## config.mk

```make
export PLATFORM = sky130hd
export DESIGN_NAME = uart_tx_frame_serializer
export DESIGN_NICKNAME = d
export VERILOG_FILES = /design/src/rtl/uart_tx_frame_serializer.sv
export SDC_FILE = /design/constraint.sdc
export NUM_CORES = 1
export LEC_CHECK = 0
export ABC_AREA = 0
export CAP_MARGIN = 10
export CORE_ASPECT_RATIO = 1.4
export CORE_UTILIZATION = 28
export CTS_BUF_LIST = sky130_fd_sc_hd__clkbuf_8
export DETAILED_ROUTE_END_ITERATION = 6
export PLACE_DENSITY = 0.54
export SYNTH_ARGS = -nofsm -noshare
export SYNTH_HDL_FRONTEND = slang
export SYNTH_SLANG_ARGS = --single-unit
```

## constraint.sdc

```tcl
create_clock -name clk -period 2 [get_ports clk]
set_input_delay 0.4 -clock clk [delete_from_list [all_inputs] [get_ports clk]]
set_output_delay 0.4 -clock clk [all_outputs]
set_load 0.005 [all_outputs]
```

## src/rtl/uart_tx_frame_serializer.sv

```systemverilog
// UART transmit framer: start bit, DATA_W data bits, optional parity, STOP_BITS stop bits.
// One bit period per baud_tick_i; tx_o is a registered line that idles high.
module uart_tx_frame_serializer #(
  parameter int DATA_W     = 8,
  parameter int PARITY_EN  = 0,
  parameter int PARITY_ODD = 0,
  parameter int STOP_BITS  = 1,
  parameter int LSB_FIRST  = 1
) (
  input  logic              clk,
  input  logic              nrst,
  input  logic [DATA_W-1:0] data_i,
  input  logic              valid_i,
  output logic              ready_o,
  input  logic              baud_tick_i,
  output logic              tx_o,
  output logic              busy_o,
  output logic              done_o
);

  localparam int CW = (DATA_W > 1) ? $clog2(DATA_W) : 1;

  typedef enum logic [2:0] {
    IDLE   = 3'd0,
    LOAD   = 3'd1,
    START  = 3'd2,
    DATA   = 3'd3,
    PARITY = 3'd4,
    STOP   = 3'd5
  } state_t;

  state_t            state;
  logic [DATA_W-1:0] sreg;
  logic [DATA_W-1:0] load_word;
  logic [CW-1:0]     bit_cnt;
  logic              stop_cnt;
  logic              par;
  logic              accept;
  logic              last_data;
  logic              last_stop;

  assign accept    = valid_i & ready_o;
  assign last_data = (bit_cnt == CW'(DATA_W - 1));
  assign last_stop = (stop_cnt == 1'(STOP_BITS - 1));

  assign ready_o = (state == IDLE);
  assign busy_o  = (state != IDLE);
  // Pulses during the tick that ends the last stop period, so ready_o rises the cycle after.
  assign done_o  = (state == STOP) & baud_tick_i & last_stop;

  // Word as loaded into the shift register: reversed for MSB-first so we always shift out bit 0.
  always_comb begin
    load_word = data_i;
    if (LSB_FIRST == 0) begin
      for (int i = 0; i < DATA_W; i++) load_word[i] = data_i[DATA_W-1-i];
    end
  end

  // Frame sequencer: state, shift register, counters and the registered serial line.
  always_ff @(posedge clk or negedge nrst) begin
    if (!nrst) begin
      state    <= IDLE;
      tx_o     <= 1'b1;
      sreg     <= '0;
      bit_cnt  <= '0;
      stop_cnt <= 1'b0;
      par      <= 1'b0;
    end else begin
      case (state)
        IDLE: begin
          tx_o <= 1'b1;
          if (accept) begin
            sreg  <= load_word;
            par   <= (^data_i) ^ 1'(PARITY_ODD);
            state <= LOAD;
          end
        end
        LOAD: begin
          if (baud_tick_i) begin
            tx_o  <= 1'b0;
            state <= START;
          end
        end
        START: begin
          if (baud_tick_i) begin
            tx_o    <= sreg[0];
            sreg    <= sreg >> 1;
            bit_cnt <= '0;
            state   <= DATA;
          end
        end
        DATA: begin
          if (baud_tick_i) begin
            if (last_data) begin
              if (PARITY_EN != 0) begin
                tx_o  <= par;
                state <= PARITY;
              end else begin
                tx_o     <= 1'b1;
                stop_cnt <= 1'b0;
                state    <= STOP;
              end
            end else begin
              tx_o    <= sreg[0];
              sreg    <= sreg >> 1;
              bit_cnt <= bit_cnt + 1'b1;
            end
          end
        end
        PARITY: begin
          if (baud_tick_i) begin
            tx_o     <= 1'b1;
            stop_cnt <= 1'b0;
            state    <= STOP;
          end
        end
        STOP: begin
          if (baud_tick_i) begin
            if (last_stop) begin
              state <= IDLE;
            end else begin
              stop_cnt <= stop_cnt + 1'b1;
            end
          end
        end
        default: begin
          tx_o  <= 1'b1;
          state <= IDLE;
        end
      endcase
    end
  end

endmodule

```

==> results of run 1 <==
-- critical path, cell delays in order (launching register included) --
cell and delay [ns]:
dfrtp_1 0.43, or3_4 0.35, clkdlybuf4s50_1 0.45
-- layout make-up --
type	instances	area, um2
Inverter	3	11.3
Tap cell	37	46.3
Sequential cell	15	377
Clock inverter	1	7.51
Fill cell	281	1710
Clock buffer	3	41.3
Multi-Input combinational cell	53	425
Timing Repair Buffer	23	228
-- power groups by stage --
stage | combinational (W) | sequential [W] | clock [W]
global route | 0.000727 | 0.000527 | 0.000275
detailed placement | 0.000662 | 0.000511 | 0
floorplan | 0.000457 | 0.000501 | 0
global placement | 0.000647 | 0.000504 | 0
finish | 0.000654 | 0.000507 | 0.000252
CTS | 0.000665 | 0.000507 | 0.000259
-- sequential cells by signal, indices dropped and copies added (netlist names) --
signal / count
sreg: 8
tx_o: 1
bit_cnt: 3
state: 3
-- final timing paths --
path,startpoint,to
setup / recovery,state[1],busy_o
hold / removal,nrst,sreg[5]
setup reg to reg,bit_cnt[0],sreg[2]
hold reg to reg,sreg[4],sreg[4]
max in group asynchronous,nrst,tx_o
min in group clk,sreg[4],sreg[4]
-- kinds of logic after synthesis --
group,share of synthesized area [%]
muxes,21.4
buffers and inverters,4.07
DFF,45.3
and+or+nand+nor,11.6
AOI/OAI and AO/OA,14.6
adders and majority gates,3.01
-- metal layers --
layer,wire (um),vias to the layer above
met4,46,0
met3,43,5
met1,736,303
li1,-,317
met5,0,-
met2,771,8
-- per-stage QoR --
step	setup slack, ns	total power [W]
5_1_grt	0.0901	0.00153
3_3_place_gp	0.0508	0.00115
3_5_place_dp	0.0181	0.00117
4_1_cts	0.0179	0.00143
6_report	0.130	0.00141
2_1_floorplan	0.223	0.000958
-- Yosys cell counts --
cell / instances
nand3_1: 2
inv_1: 3
buf_2: 3
a21oi_1: 4
mux2_2: 14
mux2i_1: 2
and2_1: 1
o21ai_0: 3
o32a_1: 1
nand3b_1: 1
o31ai_4: 1
nand2_1: 8
dfrtp_1: 14
clkbuf_1: 2
o211ai_1: 2
nor3_1: 1
o22ai_1: 1
o21bai_1: 1
a31oi_1: 1
o221a_2: 1
dfstp_2: 1
nand2b_1: 2
or3_1: 1
nor2_1: 2
a22o_1: 1
ha_1: 2
nand4bb_1: 1
==> results.tsv, run 1 <==
stage	metric	value	unit
clock_network	clock buffer count from CTS	3	
power_and_ir_drop	Leak	0.534	nW
flow_run	Max-cap violations	0	
clock_network	setup repair bufs after CTS	0	
yosys	Netlist cell types	27	
power_and_ir_drop	Logic pwr share	46.3	%
sta	Fin. Hold Viols	0	
power_and_ir_drop	pwr/cell area	1240	mW/mm2
floorplanning	Die Wd	48.0	um
yosys	Synth Warn #	0	
layout	commonest non-fill, non-tap cells in the layout	mux2_2 (14), dfrtp_1 (14), clkdlybuf4s50_1 (13)	
global_route	grt met3 use	2.44	%
detailed_routing	total number of vias	633	
detailed_routing	Detailed Route Iter0 Violations	14	
worst_setup_path	Crit. End Element	output pin	
worst_setup_path	reg-to-reg slack, setup	0.21	ns
worst_setup_path	cell depth of the worst flop-to-flop path	6	
clock_network	Root Buffer	clkbuf_8	
global_route	initial antenna violation count	0	
floorplanning	num rows	23	
power_and_ir_drop	Sw Ratio	32.5	%
global_route	busiest layer in global routing	met2	
worst_setup_path	CP max FO	6	
power_and_ir_drop	sw power	0.000459	W
clock_network	clk sinks	15	
floorplanning	Core ar.	0.00285	mm2
sta	final setup fails	0	
detailed_routing	WL final	1600	um
worst_setup_path	Setup CP Type	flip-flop to output pin	
worst_setup_path	Worst EP required	1.60	ns
clock_network	maximum clock insertion buffer count	2	
placed_design	post-DP HPWL	1210	um
layout	Finished Layout Cells	135	
power_and_ir_drop	Clk network pwr share	17.9	%
run_status	status	complete, no violations	
yosys	cell area after synthesis	831	um2
sta	setup tns final	0	ns
layout	fin util	39.9	%
global_route	vias in the first global route	662	
layout	ant diodes	0	
yosys	Synth Instances	76	
power_and_ir_drop	Flop pwr share	35.9	%
global_route	total grt overflow	0	
yosys	Synth area leader	dfrtp_1	
detailed_routing	wire per inst	11.8	um
power_and_ir_drop	internal power	0.000954	W
power_and_ir_drop	Max VDD drop	0.619	mV
layout	fin area	0.00114	mm2
detailed_routing	# DRC	0	
sta	final period utilization	93.5	%
sta	worst slew pin tran	0.410	ns
floorplanning	Starting Density	29.2	%
placed_design	placed cell areas	0.00108	mm2
worst_setup_path	CP Data Arrival Time	1.47	ns
sta	minimum clock period	1.87	ns
global_route	pin count of the biggest net entering global routing	16	
clock_network	H-tree levels	1	
yosys	Mapped Avg Cell Area	10.9	um2
sta	Setup Skew	0.00723	ns
sta	slew margin rel.	72.7	%
worst_setup_path	Critical Path Source Type	flip-flop	
layout	final layout net count	113	
yosys	#FFs+latches synth	15	
clock_network	Worst-Skew Late Latency	0.25	ns
yosys	Seq/Total Area, Yosys	45.3	%
sta	worst hold slack	0.463	ns
clock_network	Clock transition at path regs	0.07	ns
sta	Max Slew Vio Count	0	
detailed_routing	Pre-antenna DRT Iters	4	
global_route	met1 usage	17.1	%
floorplanning	I/O Pins	16	
clock_network	# hold bufs at CTS	0	
yosys	Mapped Nets	90	
global_route	first-pass GRT wire length	2940	um
placed_design	placed cells	131	
placed_design	RePlAce Congestion	0.761	
hold_path	Hold Path Class	primary input to asynchronous set/reset pin	
yosys	Yosys top cell area share	42.2	%
layout	Area Overhead vs Synth	36.7	%
detailed_routing	DRT antenna net count	0	
yosys	Synth area leaders	dfrtp_1 (42%), mux2_2 (19%), nand2_1 (3.6%), dfstp_2 (3.2%), ha_1 (3.0%)	
sta	Max Freq	0.535	GHz
global_route	Tot GR Track Use	12.9	%
placed_design	port bufs	15	
sta	unrepaired setup endpoints after global routing	false	
global_route	GR Util met2	18.9	%
clock_network	post-cts sizing count	0	
clock_network	CTS tree	built	
floorplanning	die area	0.00319	mm2
layout	share of cells above drive strength 1	30.6	%
detailed_routing	Vias/cell	4.69	
floorplanning	Die Y-Extent	66.5	um
Note: power is estimated with default switching activity, not from simulation.
==> inputs of run 2 (changes only) <==
CORE_MARGIN = 2   (was unset)
SKIP_LAST_GASP = 1   (was unset)
==> run 2 against run 1 <==
- final cell count increased by 0.74%
- sequential power about the same
- die area increased by 7.3%
- critical endpoint is now sreg[3]
- flip-flop and latch count unchanged
- sequential share of layout area increased by 0.22 points
- routed wire length increased by 6.7%
- clock power increased by 3%
- hold slack got worse by 0.0035 ns
==> results.tsv, run 2 (synthesis gave the netlist of run 1 again) <==
stage	metric	value	unit
sta	minimum clock period	1.88	ns
power_and_ir_drop	internal power	0.000938	W
power_and_ir_drop	Sw Ratio	33.2	%
floorplanning	I/O Pins	16	
floorplanning	Starting Density	29.2	%
worst_setup_path	Setup CP Type	flip-flop to flip-flop	
layout	max reg flops	8	
clock_network	clk sinks	15	
worst_setup_path	Critical Path Source Type	flip-flop	
floorplanning	die area	0.00342	mm2
clock_network	maximum clock insertion buffer count	2	
clock_network	H-tree levels	1	
global_route	pin count of the biggest net entering global routing	16	
worst_setup_path	CP max FO	8	
floorplanning	Core ar.	0.00285	mm2
floorplanning	Die Y-Extent	68.5	um
worst_setup_path	worst r2r src	bit_cnt[0]	
worst_setup_path	Worst Setup SP	bit_cnt[0]	
run_status	status	complete, no violations	
floorplanning	num rows	23	
detailed_routing	Vias/cell	4.74	
placed_design	post-DP HPWL	1250	um
hold_path	Hold Path Class	primary input to asynchronous set/reset pin	
clock_network	Worst-Skew Late Latency	0.25	ns
detailed_routing	Detailed Route Iter0 Violations	12	
power_and_ir_drop	Leak	0.533	nW
flow_run	Max-cap violations	0	
placed_design	RePlAce Congestion	0.682	
clock_network	Clock transition at path regs	0.07	ns
sta	final setup fails	0	
power_and_ir_drop	Max VDD drop	0.643	mV
layout	commonest non-fill, non-tap cell in the layout	mux2_2	
global_route	Tot GR Track Use	12.0	%
clock_network	# hold bufs at CTS	0	
sta	Max Freq	0.532	GHz
power_and_ir_drop	Logic pwr share	45.4	%
placed_design	port bufs	15	
layout	ant diodes	0	
global_route	initial antenna violation count	0	
layout	share of cells above drive strength 1	32.3	%
sta	unrepaired setup endpoints after global routing	false	
detailed_routing	WL final	1700	um
sta	Max Slew Vio Count	0	
clock_network	Root Buffer	clkbuf_8	
global_route	first-pass GRT wire length	2960	um
layout	biggest regs	sreg (8), bit_cnt (3), state (3)	
layout	final layout net count	114	
power_and_ir_drop	pwr/cell area	1240	mW/mm2
sta	final period utilization	93.9	%
layout	commonest non-fill, non-tap cells in the layout	mux2_2 (14), dfrtp_1 (13), clkdlybuf4s50_1 (13)	
worst_setup_path	critical path endpoint	sreg[3]	
worst_setup_path	reg2reg end	sreg[3]	
detailed_routing	total number of vias	645	
layout	Area Overhead vs Synth	36.3	%
detailed_routing	# DRC	0	
sta	slew margin rel.	69.8	%
sta	Fin. Hold Viols	0	
sta	Setup Skew	0.00278	ns
global_route	vias in the first global route	686	
sta	setup tns final	0	ns
worst_setup_path	reg-to-reg slack, setup	0.12	ns
detailed_routing	DRT antenna net count	0	
worst_setup_path	CP Data Arrival Time	2.02	ns
worst_setup_path	Worst EP required	2.14	ns
layout	Biggest register	sreg	
layout	Fill cells	285	
placed_design	placed cell areas	0.00105	mm2
clock_network	clock buffer count from CTS	3	
detailed_routing	wire per inst	12.5	um
power_and_ir_drop	sw power	0.000467	W
detailed_routing	Pre-antenna DRT Iters	4	
sta	worst slew pin tran	0.453	ns
clock_network	CTS tree	built	
worst_setup_path	Crit. End Element	flip-flop	
power_and_ir_drop	Flop pwr share	36.1	%
layout	fin area	0.00113	mm2
power_and_ir_drop	Clk network pwr share	18.5	%
worst_setup_path	cell depth of the worst flop-to-flop path	5	
floorplanning	Die Wd	50.0	um
global_route	total grt overflow	0	
[run 2: worst min-delay path by stage]
stage | cells past startpoint | slack [ns] | end
global placement | 1 | 0.49 | sreg[2]
finish | 2 | 0.46 | sreg[4]
detailed placement | 1 | 0.50 | sreg[2]
CTS | 2 | 0.47 | sreg[4]
floorplan | 0 | 0.10 | bit_cnt[0]
global route | 2 | 0.50 | sreg[5]
[run 2: power groups by stage]
stage / logic [W] / clock network, W / registers, W
global route: 0.000716 / 0.000279 / 0.000525
CTS: 0.000643 / 0.000265 / 0.000508
finish: 0.000638 / 0.000260 / 0.000507
floorplan: 0.000457 / 0 / 0.000501
detailed placement: 0.000608 / 0 / 0.000523
global placement: 0.000595 / 0 / 0.000515
[run 2: final cells by class]
| cell class | count | area [um2] | area share [%] |
|---|---|---|---|
| timing repair buffer | 24 | 223 | 19.7 |
| tap | 37 | 46.3 | 4.09 |
| multi-input combinational | 53 | 425 | 37.6 |
| inverter | 3 | 11.3 | 0.994 |
| clock inverter | 1 | 7.51 | 0.663 |
| clock buffer | 3 | 41.3 | 3.65 |
| sequential | 15 | 378 | 33.4 |
[run 2: repair_timing]
action                                  in CTS  in global routing
gates resized for setup                      2                  2
setup buffers                                2                  1
endpoints found under the setup margin       1                  2
[run 2: per-layer routing]
layer  vias up  routed length (um)  track usage [%]
met3         5                  48             2.40
li1        318                   -                -
met1       312                 718             12.8
met4         0                  61             9.38
met5         -                   0                0
met2        10                 875             20.6
[run 2: stage by stage]
step	util, %	setup slack [ns]	hold slack, ns	total power (W)	cells
finish	39.7	0.121	0.460	0.00141	136
CTS	39.3	0.00322	0.471	0.00142	135
detailed placement	36.8	0.00747	0.496	0.00113	129
floorplan	-	0.223	0.104	0.000958	76
global route	39.7	0.0604	0.502	0.00152	136
global placement	36.8	0.0232	0.488	0.00111	129
[run 2: worst max-delay path, cell delays in order, from the launching register on]
cell	delay, ns
dfrtp_1	0.41
ha_1	0.21
ha_1	0.26
nand4bb_1	0.31
o31ai_4	0.18
mux2_2	0.39
==> inputs of run 3 (changes only) <==
==> constraint.sdc (replaced) <==
create_clock -name clk -period 2 [get_ports clk]
set_input_delay 0.2 -clock clk [delete_from_list [all_inputs] [get_ports clk]]
set_output_delay 0.2 -clock clk [all_outputs]
set_load 0.005 [all_outputs]
==> run 3 against run 2 <==
- utilization shrank 1.8 points
- die area unchanged
- non-clock buffer count down 5
- first-iteration DRC count decreased by 67%
- routed wire length fell by 0.47%
- sequential share of layout area up 1.5 points
- highest routed layer unchanged
==> results.tsv, run 3 (synthesis gave the netlist of run 1 again) <==
stage	metric	value	unit
floorplanning	Die Y-Extent	68.5	um
clock_network	CTS tree	built	
power_and_ir_drop	Max VDD drop	0.444	mV
worst_setup_path	Crit. End Element	output pin	
global_route	total grt overflow	0	
worst_setup_path	family with the most delay on the worst path	buffers and inverters	
global_route	pin count of the biggest net entering global routing	16	
sta	worst hold slack	0.370	ns
layout	Fill cells	277	
layout	commonest non-fill, non-tap cells in the layout	clkdlybuf4s50_1 (15), mux2_2 (14), dfrtp_1 (13)	
clock_network	Worst-Skew Late Latency	0.25	ns
clock_network	Root Buffer	clkbuf_8	
placed_design	post-DP HPWL	1230	um
floorplanning	Starting Density	29.2	%
sta	unrepaired setup endpoints after global routing	false	
floorplanning	Die Wd	50.0	um
sta	Fin. Hold Viols	0	
floorplanning	Core ar.	0.00285	mm2
detailed_routing	DRT antenna net count	0	
global_route	Tot GR Track Use	11.7	%
clock_network	maximum clock insertion buffer count	2	
layout	max reg flops	8	
layout	ant diodes	0	
sta	slew margin rel.	53.7	%
worst_setup_path	CP max FO	6	
clock_network	post-cts sizing count	0	
power_and_ir_drop	pwr/cell area	1260	mW/mm2
hold_path	Hold Path Class	primary input to asynchronous set/reset pin	
sta	final setup margin	0.134	ns
floorplanning	die area	0.00342	mm2
layout	Area Overhead vs Synth	30.3	%
detailed_routing	wire per inst	12.9	um
sta	setup tns final	0	ns
placed_design	pre-CTS WS	0.160	ns
worst_setup_path	Worst EP required	1.80	ns
power_and_ir_drop	Leak	0.475	nW
worst_setup_path	reg-to-reg slack, setup	0.15	ns
worst_setup_path	crit-path cells	or3_1 > inv_1 > clkdlybuf4s50_1	
placed_design	port bufs	15	
layout	final layout net count	109	
global_route	vias in the first global route	634	
worst_setup_path	crit path buf inv count	2	
global_route	initial antenna violation count	0	
worst_setup_path	CP Data Arrival Time	1.67	ns
worst_setup_path	Critical Path Source Type	flip-flop	
sta	final period utilization	93.3	%
worst_setup_path	biggest cell delay along the critical path	0.49	ns
worst_setup_path	crit path max-delay cell type	clkdlybuf4s50_1	
clock_network	setup repair bufs after CTS	0	
clock_network	Clock transition at path regs	0.06	ns
layout	Multi-input gate area	420	um2
sta	final setup fails	0	
layout	share of cells above drive strength 1	27.7	%
layout	commonest non-fill, non-tap cell in the layout	clkdlybuf4s50_1	
sta	Max Slew Vio Count	0	
flow_run	Max-cap violations	0	
sta	Max Freq	0.536	GHz
floorplanning	num rows	23	
clock_network	H-tree levels	1	
detailed_routing	total number of vias	642	
layout	Register Area	378	um2
detailed_routing	Detailed Route Iter0 Violations	4	
floorplanning	I/O Pins	16	
global_route	first-pass GRT wire length	2970	um
sta	minimum clock period	1.87	ns
run_status	status	complete, no violations	
detailed_routing	# DRC	0	
clock_network	# hold bufs at CTS	0	
worst_setup_path	Setup CP Type	flip-flop to output pin	
detailed_routing	Pre-antenna DRT Iters	4	
detailed_routing	Vias/cell	4.90	
layout	Biggest register	sreg	
clock_network	clock buffer count from CTS	3	
sta	worst slew pin tran	0.692	ns
clock_network	clk sinks	15	
sta	Setup Skew	0.00209	ns
placed_design	RePlAce Congestion	0.847	
layout	biggest regs	sreg (8), bit_cnt (3), state (3)	
detailed_routing	WL final	1700	um
==> run 3: cell type report <==
cell class                 instances  area share, %
sequential                        15           34.9
inverter                           3           1.04
clock buffer                       3           3.82
multi-input combinational         53           38.8
timing repair buffer              19           16.6
tap                               37           4.28
clock inverter                     1          0.462
==> run 3: worst paths after layout <==
check | start | to | depth (start not counted)
worst max-delay path | state[2] | ready_o | 3
worst min-delay path | nrst | sreg[6] | 1
worst max register to register | bit_cnt[0] | sreg[4] | 5
worst min register to register | sreg[3] | sreg[3] | 1
max in group asynchronous | nrst | state[1] | 1
min in group clk | sreg[3] | sreg[3] | 1
==> run 3: power by group <==
group	internal, W	total [W]	switching [W]
Sequential	0.000433	0.000544	0.000111
Clock	0.000138	0.000247	0.000109
Combinational	0.000331	0.000568	0.000237
Total	0.000902	0.00136	0.000458
==> run 3: per-layer routing <==
layer | GRT usage [%] | vias up | part of all wire [%]
met5 | 0 | - | 0
met4 | 8.68 | 0 | 1.6
met3 | 2.18 | 2 | 1.9
met2 | 18.6 | 7 | 50
met1 | 14.1 | 321 | 47
li1 | - | 312 | -
==> run 3: through the flow <==
| step | std cells | total power [W] | cell area [um2] | util, % |
|---|---|---|---|---|
| 3_5_place_dp | 127 | 0.00112 | 1030 | 36.3 |
| 2_1_floorplan | 76 | 0.000958 | 831 | - |
| 3_3_place_gp | 127 | 0.00110 | 1030 | 36.3 |
| 4_1_cts | 131 | 0.00137 | 1080 | 37.9 |
| 6_report | 131 | 0.00136 | 1080 | 38.0 |
| 5_1_grt | 131 | 0.00147 | 1080 | 38.0 |
==> run 3: worst register-to-register path, cell delays in order (launching register included) <==
cell and delay, ns:
dfrtp_1 0.41, ha_1 0.21, ha_1 0.19, nand4bb_1 0.32, o31ai_4 0.22, mux2_2 0.39
